**config.mk**
```make
export PLATFORM = sky130hd
export DESIGN_NAME = mnist_image_loader_flat
export DESIGN_NICKNAME = d
export VERILOG_FILES = /design/src/rtl/mlp_pkg.sv /design/src/rtl/mnist_image_loader_if.sv /design/src/rtl/pixel_quantizer.sv /design/src/rtl/mnist_image_loader.sv /design/src/flat_wrapper.sv
export SDC_FILE = /design/constraint.sdc
export NUM_CORES = 1
export LEC_CHECK = 0
export CAP_MARGIN = 20
export CORE_UTILIZATION = 25
export CTS_BUF_LIST = sky130_fd_sc_hd__clkbuf_16
export DETAILED_ROUTE_END_ITERATION = 16
export GPL_ROUTABILITY_DRIVEN = 1
export SLEW_MARGIN = 5
export SYNTH_ARGS = -nofsm -noshare
export SYNTH_HDL_FRONTEND = slang
export SYNTH_HIERARCHICAL = 1
export SYNTH_SLANG_ARGS = --single-unit
```
**constraint.sdc**
```tcl
create_clock -name clk -period 1.6 [get_ports clk]
set_input_delay 0.32 -clock clk [delete_from_list [all_inputs] [get_ports clk]]
set_output_delay 0.32 -clock clk [all_outputs]
set_load 0.05 [all_outputs]
```
**src/rtl/mlp_pkg.sv**
```systemverilog
// Shared constants and loader state encoding for the int4 MLP inference engine.
package mlp_pkg;

  localparam int NUM_PIXELS  = 784;
  localparam int NUM_CLASSES = 10;
  localparam int PIX_W       = 8;
  localparam int Q_W         = 4;

  localparam logic [2:0] ST_LOAD   = 3'd0;
  localparam logic [2:0] ST_DRAIN  = 3'd1;
  localparam logic [2:0] ST_START  = 3'd2;
  localparam logic [2:0] ST_WAIT   = 3'd3;
  localparam logic [2:0] ST_RESULT = 3'd4;

  typedef enum logic [2:0] {
    LOAD   = ST_LOAD,
    DRAIN  = ST_DRAIN,
    START  = ST_START,
    WAIT   = ST_WAIT,
    RESULT = ST_RESULT
  } loader_state_t;

endpackage

```
**src/rtl/mnist_image_loader_if.sv**
```systemverilog
// Signal bundle between the image loader and its pixel source, input RAM, engine and result sink.
interface mnist_image_loader_if #(
  parameter int ADDR_W = 10
);
  import mlp_pkg::*;

  // Valid/ready: a transfer happens on a rising clk edge where valid & ready are both 1;
  // the sender holds data stable while valid is high and ready is low.
  logic              s_valid;
  logic              s_ready;
  logic [PIX_W-1:0]  s_data;
  logic              s_last;

  logic              ram_wen;
  logic [ADDR_W-1:0] ram_addr;
  logic [Q_W-1:0]    ram_wdata;

  logic              mlp_start;
  logic              mlp_done;
  logic [3:0]        mlp_class;
  logic              mlp_clear;

  logic              result_valid;
  logic [3:0]        result_class;
  logic              result_ready;

  logic              frame_error;
  logic [2:0]        state_dbg;

  modport master (
    input  s_valid, s_data, s_last, mlp_done, mlp_class, result_ready,
    output s_ready, ram_wen, ram_addr, ram_wdata, mlp_start, mlp_clear,
           result_valid, result_class, frame_error, state_dbg
  );

  modport slave (
    output s_valid, s_data, s_last, mlp_done, mlp_class, result_ready,
    input  s_ready, ram_wen, ram_addr, ram_wdata, mlp_start, mlp_clear,
           result_valid, result_class, frame_error, state_dbg
  );

endinterface

```
**src/rtl/pixel_quantizer.sv**
```systemverilog
// Combinational 8-bit to 4-bit pixel quantizer; ROUND=1 rounds half-up and saturates, ROUND=0 truncates.
module pixel_quantizer
  import mlp_pkg::*;
#(
  parameter int ROUND = 1
) (
  input  logic [PIX_W-1:0] pixel,
  output logic [Q_W-1:0]   q
);

  generate
    if (ROUND != 0) begin : g_round
      logic [PIX_W:0] sum;
      always_comb begin
        sum = {1'b0, pixel} + (PIX_W+1)'(8);
        // Carry into bit PIX_W means the rounded value exceeds the 4-bit range.
        q   = sum[PIX_W] ? '1 : sum[PIX_W-1 -: Q_W];
      end
    end else begin : g_trunc
      always_comb q = pixel[PIX_W-1 -: Q_W];
    end
  endgenerate

endmodule

```
**src/rtl/mnist_image_loader.sv**
```systemverilog
// Loads one quantized 784-pixel frame into the engine input RAM, starts the engine and returns its class.
module mnist_image_loader
  import mlp_pkg::*;
#(
  parameter int NUM_PIXELS     = mlp_pkg::NUM_PIXELS,
  parameter int ADDR_W         = 10,
  parameter int ROUND          = 1,
  parameter int TIMEOUT_CYCLES = 100000
) (
  input logic                clk,
  input logic                reset,
  mnist_image_loader_if.master bus
);

  localparam int TMO_W = (TIMEOUT_CYCLES > 1) ? $clog2(TIMEOUT_CYCLES) : 1;

  loader_state_t     state;
  logic [ADDR_W-1:0] pixel_cnt;
  logic [TMO_W-1:0]  tmo_cnt;
  logic [Q_W-1:0]    q;
  logic              accept;
  logic              at_last_pixel;

  logic              ram_wen_r;
  logic [ADDR_W-1:0] ram_addr_r;
  logic [Q_W-1:0]    ram_wdata_r;
  logic              mlp_start_r;
  logic              mlp_clear_r;
  logic              result_valid_r;
  logic [3:0]        result_class_r;
  logic              frame_error_r;

  pixel_quantizer #(.ROUND(ROUND)) u_quant (
    .pixel (bus.s_data),
    .q     (q)
  );

  assign bus.s_ready   = (state == LOAD) || (state == DRAIN);
  assign accept        = bus.s_valid & bus.s_ready;
  assign at_last_pixel = (pixel_cnt == ADDR_W'(NUM_PIXELS - 1));

  assign bus.ram_wen      = ram_wen_r;
  assign bus.ram_addr     = ram_addr_r;
  assign bus.ram_wdata    = ram_wdata_r;
  assign bus.mlp_start    = mlp_start_r;
  assign bus.mlp_clear    = mlp_clear_r;
  assign bus.result_valid = result_valid_r;
  assign bus.result_class = result_class_r;
  assign bus.frame_error  = frame_error_r;
  assign bus.state_dbg    = state;

  always_ff @(posedge clk or posedge reset) begin
    if (reset) begin
      state          <= LOAD;
      pixel_cnt      <= '0;
      tmo_cnt        <= '0;
      ram_wen_r      <= 1'b0;
      ram_addr_r     <= '0;
      ram_wdata_r    <= '0;
      mlp_start_r    <= 1'b0;
      mlp_clear_r    <= 1'b0;
      result_valid_r <= 1'b0;
      result_class_r <= '0;
      frame_error_r  <= 1'b0;
    end else begin
      ram_wen_r     <= 1'b0;
      mlp_start_r   <= 1'b0;
      mlp_clear_r   <= 1'b0;
      frame_error_r <= 1'b0;

      case (state)
        LOAD: begin
          if (accept) begin
            ram_wen_r   <= 1'b1;
            ram_addr_r  <= pixel_cnt;
            ram_wdata_r <= q;
            if (at_last_pixel) begin
              pixel_cnt <= '0;
              if (bus.s_last) begin
                state <= START;
              end else begin
                // Frame overran without s_last: drop everything up to the next s_last.
                frame_error_r <= 1'b1;
                state         <= DRAIN;
              end
            end else if (bus.s_last) begin
              frame_error_r <= 1'b1;
              pixel_cnt     <= '0;
            end else begin
              pixel_cnt <= pixel_cnt + 1'b1;
            end
          end
        end

        DRAIN: begin
          if (accept && bus.s_last) state <= LOAD;
        end

        START: begin
          // The final RAM write is visible this cycle, so the start pulse lands one cycle later.
          mlp_start_r <= 1'b1;
          tmo_cnt     <= '0;
          state       <= WAIT;
        end

        WAIT: begin
          if (bus.mlp_done && !mlp_start_r) begin
            result_class_r <= bus.mlp_class;
            result_valid_r <= 1'b1;
            mlp_clear_r    <= 1'b1;
            state          <= RESULT;
          end else if (tmo_cnt == TMO_W'(TIMEOUT_CYCLES - 1)) begin
            frame_error_r <= 1'b1;
            mlp_clear_r   <= 1'b1;
            tmo_cnt       <= '0;
            state         <= LOAD;
          end else begin
            tmo_cnt <= tmo_cnt + 1'b1;
          end
        end

        RESULT: begin
          if (bus.result_ready) begin
            result_valid_r <= 1'b0;
            pixel_cnt      <= '0;
            tmo_cnt        <= '0;
            state          <= LOAD;
          end
        end

        default: state <= LOAD;
      endcase
    end
  end

endmodule

```
**src/flat_wrapper.sv**
```systemverilog
// flat-port wrapper written by rule: the top's interface ports become plain ports
module mnist_image_loader_flat import mlp_pkg::*;
#(
  parameter int NUM_PIXELS     = mlp_pkg::NUM_PIXELS,
  parameter int ADDR_W         = 10,
  parameter int ROUND          = 1,
  parameter int TIMEOUT_CYCLES = 100000
)
  (clk, reset, bus_s_valid, bus_s_data, bus_s_last, bus_mlp_done, bus_mlp_class, bus_result_ready, bus_s_ready, bus_ram_wen, bus_ram_addr, bus_ram_wdata, bus_mlp_start, bus_mlp_clear, bus_result_valid, bus_result_class, bus_frame_error, bus_state_dbg);
  mnist_image_loader_if #(.ADDR_W(ADDR_W)) bus_i ();
  input logic clk;
  input logic reset;
  input wire logic [$bits(bus_i.s_valid)-1:0] bus_s_valid;
  input wire logic [$bits(bus_i.s_data)-1:0] bus_s_data;
  input wire logic [$bits(bus_i.s_last)-1:0] bus_s_last;
  input wire logic [$bits(bus_i.mlp_done)-1:0] bus_mlp_done;
  input wire logic [$bits(bus_i.mlp_class)-1:0] bus_mlp_class;
  input wire logic [$bits(bus_i.result_ready)-1:0] bus_result_ready;
  output wire logic [$bits(bus_i.s_ready)-1:0] bus_s_ready;
  output wire logic [$bits(bus_i.ram_wen)-1:0] bus_ram_wen;
  output wire logic [$bits(bus_i.ram_addr)-1:0] bus_ram_addr;
  output wire logic [$bits(bus_i.ram_wdata)-1:0] bus_ram_wdata;
  output wire logic [$bits(bus_i.mlp_start)-1:0] bus_mlp_start;
  output wire logic [$bits(bus_i.mlp_clear)-1:0] bus_mlp_clear;
  output wire logic [$bits(bus_i.result_valid)-1:0] bus_result_valid;
  output wire logic [$bits(bus_i.result_class)-1:0] bus_result_class;
  output wire logic [$bits(bus_i.frame_error)-1:0] bus_frame_error;
  output wire logic [$bits(bus_i.state_dbg)-1:0] bus_state_dbg;
  assign bus_i.s_valid = bus_s_valid;
  assign bus_i.s_data = bus_s_data;
  assign bus_i.s_last = bus_s_last;
  assign bus_i.mlp_done = bus_mlp_done;
  assign bus_i.mlp_class = bus_mlp_class;
  assign bus_i.result_ready = bus_result_ready;
  assign bus_s_ready = bus_i.s_ready;
  assign bus_ram_wen = bus_i.ram_wen;
  assign bus_ram_addr = bus_i.ram_addr;
  assign bus_ram_wdata = bus_i.ram_wdata;
  assign bus_mlp_start = bus_i.mlp_start;
  assign bus_mlp_clear = bus_i.mlp_clear;
  assign bus_result_valid = bus_i.result_valid;
  assign bus_result_class = bus_i.result_class;
  assign bus_frame_error = bus_i.frame_error;
  assign bus_state_dbg = bus_i.state_dbg;
  mnist_image_loader #(.NUM_PIXELS(NUM_PIXELS), .ADDR_W(ADDR_W), .ROUND(ROUND), .TIMEOUT_CYCLES(TIMEOUT_CYCLES)) u_core (.clk(clk), .reset(reset), .bus(bus_i));
endmodule
```
==> results by group <==
Floorplanning
  – Die area: 0.0117 mm2
  – Core Area: 0.0109 mm2
  – Core Rows: 38
  – IO Count: 45
  – Initial Utilization: 25.9%
  – Die Wd: 108 um
  – Die Y: 108 um

Clock tree
  – Clock Latency Late Sink: 0.30 ns
  – Max Root-Sink Buffers: 2
  – Number of clock sinks: 53
  – Clk slew on worst S/H paths: 0.08 ns
  – Total CTS buffers: 5
  – Root Buffer: clkbuf_16
  – H-Tree Depth: 2
  – CTS tree: built
  – Hold-fix buffers, CTS: 0

Route
  – WL/cell: 15.1 um
  – Final antenna-violating net count: 0
  – DRT Pass-1 Iters: 6
  – Via-to-Cell Ratio: 4.97
  – Routed WL: 7610 um
  – Starting DRC count in detailed routing: 142
  – DRC errors left: 0
  – Vias: 2505

Placement
  – HPWL after DPL: 5050 um
  – Final GP Congestion: 0.812
  – Port bufs: 41

Global routing
  – Initial antenna violation count: 0
  – Vias in the first global route: 2486
  – Pin count of the biggest net entering global routing: 54
  – Overall Global Routing Usage: 13.0%
  – Grt total ovfl: 0
  – First-pass GRT wire length: 12100 um

Synth
  – Post-synth top area share: 46.9%
  – Leading cell types by count after synthesis: dfrtp_1, mux2_2, nand2_1, a21oi_1, o31ai_1
  – Cell taking the most area after synthesis: dfrtp_1
  – Number of synthesized register bits: 53
  – Cell with the most instances after synthesis: dfrtp_1
  – Synth top area cells: dfrtp_1, mux2_2, o31ai_1
  – Synth cell types: 53
  – YS warnings: 6
  – Mapped Cells: 259
  – Syn Area/Cell: 10.9 um2
  – Cell area after synthesis: 0.00283 mm2
  – Register area share after synthesis: 46.9%
  – Most used DFF post-synth: dfrtp_1
  – Number of flops mapped to enable cells by yosys: 0
  – Post-Syn Nets: 280
  – Post-synth ARST share: 100%

Critical path
  – Setup crit start kind: register
  – Worst Setup End Kind: register
  – R2r endpoint: u_core/bus.state_dbg[1]$_DFFE_PP0P_
  – Flop-to-flop setup slack: -0.04 ns
  – Worst path required time: 1.84 ns
  – CP Class: register to register
  – R2R depth: 5
  – Crit path DAT: 1.88 ns
  – Reg-to-Reg Start: u_core/bus.state_dbg[0]$_DFFE_PP0P_
  – Worst Path Max Fanout: 4

STA
  – Max Slew Vio Count: 0
  – Final setup vio count: 13
  – Worst Skew: 0.00944 ns
  – Hold Fails Final Rpt: 0
  – Max Fclk: 609 MHz
  – Final Cycle Share: 103%
  – Min cycle time layout: 1.64 ns
  – Worst Tran Pin Value: 0.366 ns
  – Slew HR: 75.3%
  – Unrepaired setup endpoints after global routing: yes
  – Final worst setup slack: -0.0411 ns

Finish
  – Nets@finish: 384
  – Layout cell share with drive strength beyond 1: 48.4%
  – Final core occ: 39.7%
  – Area Overhead vs Synth: 53.6%
  – ANT cells: 0

Power
  – Pwr Density: 1550 mW/mm2
  – Total power: 6.75 mW
  – Max IR drop VDD: 0.000766 V
  – Static Leak: 1.85 nW

Job
  – Max-cap violations: 0

Run status
  – Status: finished, violations left
  – Failing checks: negative setup slack

Hold path
  – Hold Crit Class: input port to asynchronous set/reset pin
area by class of cell:
| type | instances | area [um2] |
|---|---|---|
| Timing Repair Buffer | 112 | 1030 |
| Clock inverter | 3 | 46.3 |
| Clock buffer | 5 | 125 |
| Sequential cell | 53 | 1330 |
| Multi-Input combinational cell | 185 | 1610 |
| Fill cell | 1060 | 6590 |
| Tap cell | 140 | 175 |
| Inverter | 6 | 26.3 |
critical path: stages (launching register included):
cell and delay (ns):
dfrtp_2 0.46, buf_6 0.14, or4b_4 0.53, nand4_1 0.11, and3_4 0.20, o32a_1 0.15
registers in the layout (all words and copies together), names as in the netlist:
signal and count:
u_core/bus.frame_error 1, u_core/bus.result_class 4, u_core/bus.mlp_start 1, u_core/bus.state_dbg 3, u_core/bus.ram_wen 1, u_core/tmo_cnt 17, u_core/bus.ram_addr 10, u_core/bus.mlp_clear 1
u_core/bus.ram_wdata 4, u_core/pixel_cnt 10, u_core/bus.result_valid 1
report_power, final:
group | switching (mW) | internal (mW) | leakage (nW)
Sequential | 0.233 | 1.62 | 0.701
Clock | 0.514 | 0.742 | 0.0800
Combinational | 1.94 | 1.70 | 1.07
Total | 2.69 | 4.06 | 1.85
routing by layer:
metal	wire length [um]	up-vias	track usage [%]
li1	-	1190	-
met1	3690	1241	17.8
met2	3530	62	21.0
met3	285	12	1.87
met4	105	0	4.15
met5	0	-	0
stage by stage:
stage               std cells  setup TNS [ns]  worst slack (ns)  hold WS, ns  area [um2]
detailed placement        480          -10.84            -0.360        0.495        3870
CTS                       496          -0.625           -0.0659        0.460        4190
global placement          480           -9.36            -0.309        0.494        3870
finish                    504          -0.273           -0.0411        0.444        4350
floorplan                 259           -3.17            -0.178        0.381        2950
global route              504           -1.63           -0.0909        0.483        4350
what timing repair did:
item / 4_1_cts / 5_1_grt
endpoints found under the setup margin: 37 / 41
setup buffers: 8 / 7
gates resized for setup: 24 / 24
gates cloned: 0 / 1
pin swaps: 12 / 14
cell usage in the layout, fill, tap and decap left out, types with 3 or more instances in the layout:
cell             synthesis  routed
a31oi_1                  4       4
dfrtp_2                  0       4
nand2_1                 19      18
buf_4                    3      79
nand4_1                  9       9
a21oi_2                  2       8
mux2_4                   2      20
clkbuf_16                0       5
nor2_1                   9       5
o31ai_1                 16      15
buf_12                   0      10
clkdlybuf4s50_1          0      13
o21ai_0                  5       4
buf_6                    4       8
nand3_1                 12      10
inv_1                    6       5
dfrtp_1                 53      49
or4_1                   14      14
a21oi_1                 16      10
and3_4                   0       3
xor2_1                   5       4
and4_1                   6       3
nor2_4                   1       4
logic make-up (layout without fill, tap and decap cells):
kind of cell	count (synthesis)	in the layout	synth area share, %
compound gates	56	56	14.3
xor+xnor	6	6	1.86
fa+ha+maj	3	3	1.33
buf+inv	21	126	4.47
flops	53	53	46.9
mux	21	21	8.62
simple gates	99	99	22.5
how the worst max path moves through the flow:
stage / from / to / slack (ns)
6_report: u_core/bus.state_dbg[0]$_DFFE_PP0P_ / u_core/bus.state_dbg[1]$_DFFE_PP0P_ / -0.04
5_1_grt: u_core/tmo_cnt[0]$_DFFE_PP0P_ / u_core/tmo_cnt[13]$_DFFE_PP0P_ / -0.09
4_1_cts: u_core/pixel_cnt[1]$_DFFE_PP0P_ / u_core/pixel_cnt[7]$_DFFE_PP0P_ / -0.07
3_5_place_dp: bus_result_ready / u_core/tmo_cnt[4]$_DFFE_PP0P_ / -0.36
3_3_place_gp: bus_result_ready / u_core/tmo_cnt[4]$_DFFE_PP0P_ / -0.31
2_1_floorplan: u_core/bus.state_dbg[1]$_DFFE_PP0P_ / u_core/bus.ram_addr[0]$_DFFE_PP0P_ / -0.18
Power figures use the tool's default switching activity.
